==> config.mk <==
export PLATFORM = sky130hd
export DESIGN_NAME = disp_scan6
export DESIGN_NICKNAME = d
export VERILOG_FILES = /design/src/rtl/disp_pkg.sv /design/src/rtl/seg7_dec.sv /design/src/rtl/disp_scan6.sv
export SDC_FILE = /design/constraint.sdc
export NUM_CORES = 1
export LEC_CHECK = 0
export BUFFER_PORTS_ARGS = -buffer_cell sky130_fd_sc_hd__buf_4
export CAP_MARGIN = 10
export CORE_MARGIN = 5
export CORE_UTILIZATION = 60
export CTS_CLUSTER_DIAMETER = 120
export DETAILED_ROUTE_END_ITERATION = 8
export HOLD_SLACK_MARGIN = 0.1
export PLACE_DENSITY_LB_ADDON = 0.1
export RECOVER_POWER = 100
export SLEW_MARGIN = 20
export SYNTH_ARGS = -nofsm -noshare
export SYNTH_HDL_FRONTEND = slang
export SYNTH_HIERARCHICAL = 1
export SYNTH_SLANG_ARGS = --single-unit
==> constraint.sdc <==
create_clock -name CP -period 6.6 [get_ports CP]
set_input_delay 1.32 -clock CP [delete_from_list [all_inputs] [get_ports CP]]
set_output_delay 1.32 -clock CP [all_outputs]
set_load 0.02 [all_outputs]
==> src/rtl/disp_pkg.sv <==
// disp_pkg: shared constants for the six-digit display scanner.
package disp_pkg;
   localparam int NUM_DIGITS = 6;
   localparam logic [6:0] SEG_BLANK = 7'h7F;
   // Indexed by BCD value; codes 10..15 are blank so the decoder needs no range check.
   localparam logic [15:0][6:0] SEG_TABLE = {
      {6{SEG_BLANK}},
      7'h10, 7'h00, 7'h78, 7'h02, 7'h12,
      7'h19, 7'h30, 7'h24, 7'h79, 7'h40
   };
   typedef enum logic [1:0] {ADJ_NONE, ADJ_HOUR, ADJ_MIN, ADJ_SEC} adj_t;
endpackage

==> src/rtl/seg7_dec.sv <==
// seg7_dec: BCD to active-low seven-segment {g,f,e,d,c,b,a}; blank for values >= 10.
module seg7_dec
   import disp_pkg::*;
(
   input  logic [3:0] bcd,
   output logic [6:0] seg
);
   assign seg = SEG_TABLE[bcd];
endmodule

==> src/rtl/disp_scan6.sv <==
// disp_scan6: six-digit multiplexed 7-seg scanner with frame shadowing, guard time and LZB.
// Field blinking of the adjusted field is built only when DISP_BLINK_EN is defined.
module disp_scan6
   import disp_pkg::*;
#(
   parameter int DIV          = 50000,
   parameter int GUARD        = 16,
   parameter int BLINK_FRAMES = 83,
   parameter int HOUR_LZB     = 1
) (
   input  logic       CP,
   input  logic       CR,
   input  logic [3:0] hh,
   input  logic [3:0] hl,
   input  logic [3:0] mh,
   input  logic [3:0] ml,
   input  logic [3:0] sh,
   input  logic [3:0] sl,
   input  logic [1:0] adj_sel,
   output logic [6:0] seg_n,
   output logic       dp_n,
   output logic [5:0] dig_n
);
   localparam int DW = $clog2(DIV);

   logic [DW-1:0] div_cnt;
   logic [2:0] idx;
   logic [NUM_DIGITS-1:0][3:0] shd;
   logic tick, frame, blink, lzb, guard;
   logic [6:0] dec;

   assign tick  = div_cnt == DW'(DIV - 1);
   assign frame = tick && idx == 3'(NUM_DIGITS - 1);
   assign guard = div_cnt < DW'(GUARD);
   assign lzb   = HOUR_LZB != 0 && idx == 3'd0 && shd[0] == 4'd0;

   always_ff @(posedge CP)
      if (CR) begin
         div_cnt <= '0;
         idx     <= '0;
         shd     <= '0;
      end else begin
         div_cnt <= tick ? '0 : div_cnt + 1'b1;
         if (tick) idx <= frame ? 3'd0 : idx + 3'd1;
         // Inputs are captured only at the frame boundary so a frame never tears.
         if (frame) shd <= {sl, sh, ml, mh, hl, hh};
      end

`ifdef DISP_BLINK_EN
   localparam int FW = BLINK_FRAMES > 1 ? $clog2(BLINK_FRAMES) : 1;
   logic [FW-1:0] frame_cnt;
   logic phase;

   always_ff @(posedge CP)
      if (CR) begin
         frame_cnt <= '0;
         phase     <= 1'b0;
      end else if (frame) begin
         frame_cnt <= frame_cnt == FW'(BLINK_FRAMES - 1) ? '0 : frame_cnt + 1'b1;
         if (frame_cnt == FW'(BLINK_FRAMES - 1)) phase <= ~phase;
      end

   // Fields pair up slots: hour 0-1, minute 2-3, second 4-5.
   assign blink = phase && adj_t'(adj_sel) != ADJ_NONE && idx[2:1] == adj_sel - 2'd1;
`else
   logic unused_blink;
   assign unused_blink = ^{adj_sel, BLINK_FRAMES[0]};
   assign blink = 1'b0;
`endif

   seg7_dec u_dec (
      .bcd(shd[idx]),
      .seg(dec)
   );

   always_ff @(posedge CP)
      if (CR) begin
         seg_n <= SEG_BLANK;
         dp_n  <= 1'b1;
         dig_n <= '1;
      end else begin
         seg_n <= (blink || lzb) ? SEG_BLANK : dec;
         dp_n  <= blink || !(idx == 3'd1 || idx == 3'd3);
         dig_n <= guard ? 6'h3F : ~(6'd1 << idx);
      end
endmodule

==> impl_metrics.env <==
export IMPL_status="finished, violations left"
export IMPL_violations="capacitance limit, slew limit"
export IMPL_holdBufCountCts=0
export IMPL_tns_ns=0
export IMPL_rr_endpoint="seg_n[1]"
export IMPL_post_drt_via_cell_ratio=5.162
export IMPL_reg2reg_depth=8
export IMPL_numCtsBuffers=9
export IMPL_placedCellCount=373
export IMPL_startpoint_type="input port"
export IMPL_max_slew_worst_pin_slew_ns=1.628
export IMPL_end_kind="flop"
export IMPL_path_clk_slew_ns=0.07
export IMPL_grt_pass1_vias=1951
export IMPL_cts_tree="yes"
export IMPL_cp_slowest_cell="clkbuf_1"
export IMPL_ys_top_cells_by_area="dfxtp_1 (40%), nand2b_1 (13%), mux2i_1 (11%), ha_1 (4.9%), nor2_1 (3.6%)"
export IMPL_grt_pass1_wl_um=8480
export IMPL_clk_path_buf_depth=2
export IMPL_max_freq_mhz=316.1
export IMPL_dr_pass1_iters=4
export IMPL_gp_congestion=0.7719
export IMPL_postRouteAntennaNets=0
export IMPL_fillers=398
export IMPL_peakVddDrop_v=0.0001239
export IMPL_clock_sinks=57
export IMPL_clock_latency_ns=0.34
export IMPL_worstSetupPathType="input port to flop"
export IMPL_portBuffers=39
export IMPL_die_w_um=78.64
export IMPL_synth_cell_type_count=34
export IMPL_final_common_cell="nand2b_1"
export IMPL_rsz0062_at_grt="false"
export IMPL_skew_ns=0.008670
export IMPL_crit_chain="clkbuf_1 > or2_0 > nor2_1"
export IMPL_syn_cell_area_um2=2826
export IMPL_cp_required_ns=6.79
export IMPL_min_to="div_cnt[0]"
export IMPL_ioPinCount=42
export IMPL_cts_setup_buffers=0
export IMPL_hold_violations=0
export IMPL_ys_seq_area_share_pct=40.37
export IMPL_slew_headroom_pct=-8.523
export IMPL_final_cells=389
export IMPL_wl_per_cell_um=12.67
export IMPL_min_delay_start="div_cnt[0]"
export IMPL_hpwl_um=3343
export IMPL_yosys_warnings=6
export IMPL_syn_inst=297
export IMPL_die_area_um2=6183
export IMPL_netlist_area_leader_share_pct=40.37
export IMPL_reg2reg_setup_slack_ns=3.96
export IMPL_cp_arrival_ns=3.35
export IMPL_drc_errors=0
export IMPL_post_route_period_util_pct=47.93
export IMPL_grt_max_degree=57
export IMPL_rows=25
export IMPL_antenna_found_initial=0
export IMPL_track_usage_pct=17.59
export IMPL_hold_path_depth=1
export IMPL_htree_levels=3
export IMPL_cp_slowest_stage_delay_ns=1.15
export IMPL_start_util_pct=60.64
export IMPL_p_leak_nw=1.114
export IMPL_crit_fanout=56
export IMPL_synth_seq_cells=57
export IMPL_syn_area_per_cell_um2=9.517
export IMPL_syn_num_nets=336
export IMPL_nets=369
export IMPL_totalWireLength_um=4930
export IMPL_yosys_area_top_type="dfxtp_1"
export IMPL_die_h_um=78.64
export IMPL_r2r_start="idx[0]"
export IMPL_drv_slew=57
export IMPL_syn2layout_area_growth_pct=13.86
export IMPL_vias=2008
export IMPL_cts_resized=0
export IMPL_drt_iter0_drc=98
export IMPL_diodes=0
export IMPL_setup_viol=0
export IMPL_fin_crit_ns=3.163
export IMPL_hp_class="flop to flop"
export IMPL_drive_above_1_share_pct=14.93
export IMPL_p_per_area_nw_per_um2=230.6
export IMPL_final_cell_mix="nand2b_1 (59), dfxtp_1 (57), mux2i_1 (30), nor2_1 (27), buf_4 (24)"
export IMPL_core_area_um2=4661
export IMPL_root_buffer="clkbuf_8"
export IMPL_max_cap_violations=1
export IMPL_gr_total_overflow=0
-- flip-flops by register name, summed over array words and instances, names as in the netlist --
register	count
idx	3
div_cnt	16
dp_n	1
dig_n	6
shd	24
seg_n	7
-- how the worst max path moves through the flow --
stage | from | end | cells past startpoint
4_1_cts | idx[0] | seg_n[1] | 8
3_3_place_gp | idx[0] | seg_n[3] | 8
2_1_floorplan | idx[0] | seg_n[1] | 9
5_1_grt | CR | div_cnt[9] | 3
3_5_place_dp | idx[0] | seg_n[1] | 8
6_report | CR | div_cnt[9] | 3
-- cells in the mapped netlist --
cell type,instances
and4_4,1
and3_4,1
xor2_1,3
nand4_1,4
inv_1,11
or2b_1,1
buf_2,5
o21ai_0,10
buf_6,3
a31o_2,1
or2_1,2
nor2_1,27
nor4_2,1
a21oi_2,1
dfxtp_1,57
nand2_1,14
a31oi_1,2
a21oi_1,5
buf_12,3
mux4_2,4
nand2b_1,59
clkbuf_1,6
nor4_1,5
and2_1,1
or2_2,1
mux2i_1,30
nand3_1,7
and4_1,2
a41oi_1,1
ha_1,11
a21boi_0,1
nor3_1,5
and3_1,1
xnor2_1,11
-- cell type report --
class | instances | area, µm² | area share (%)
multi-input combinational | 212 | 1503 | 46.70
tap | 54 | 67.56 | 2.100
sequential | 57 | 1141 | 35.46
clock buffer | 11 | 151.4 | 4.704
inverter | 11 | 41.29 | 1.283
timing repair buffer | 39 | 236.5 | 7.348
clock inverter | 5 | 77.57 | 2.411
-- kinds of logic after synthesis --
| kind of cell | after synthesis | synth area share, % |
|---|---|---|
| multiplexers | 34 | 13.81 |
| AO/OA/AOI/OAI | 21 | 4.294 |
| flip-flops | 57 | 40.37 |
| buffers and inverters | 28 | 6.463 |
| AND/OR/NAND/NOR | 132 | 25.85 |
| XOR/XNOR | 14 | 4.338 |
| adder cells (fa/ha/maj) | 11 | 4.869 |
-- critical path: cells and delay by family --
kind	cells	cell delay, ns
buffers and inverters	1	1.15
AND/OR/NAND/NOR	2	0.87
-- metrics by stage --
step                area [µm²]  hold slack (ns)  power [W]  setup slack [ns]  utilization, %
detailed placement        3045           0.4510  0.0003822             3.953           65.34
CTS                       3274           0.4668  0.0007488             3.931           70.26
global route              3218           0.4850  0.0007695             3.165           69.05
global placement          3045           0.4429  0.0003819             3.979           65.34
finish                    3218           0.4666  0.0007421             3.437           69.05
floorplan                 2826           0.4295  0.0003701             4.401               -
-- where the power goes --
group | switching [W] | internal (W)
Sequential | 0.00000173 | 0.000346
Combinational | 0.0000102 | 0.0000169
Clock | 0.000136 | 0.000232
-- routing by layer --
| layer | wire (µm) | track usage [%] | part of all wire, % | vias to the layer above |
|---|---|---|---|---|
| li1 | - | - | - | 1056 |
| met1 | 2338 | 21.28 | 47 | 908 |
| met2 | 2254 | 27.76 | 46 | 36 |
| met3 | 272 | 6.881 | 5.5 | 8 |
| met4 | 64 | 7.343 | 1.3 | 0 |
| met5 | 0 | 0 | 0 | - |
No activity file was read; power rests on OpenSTA's default activity.
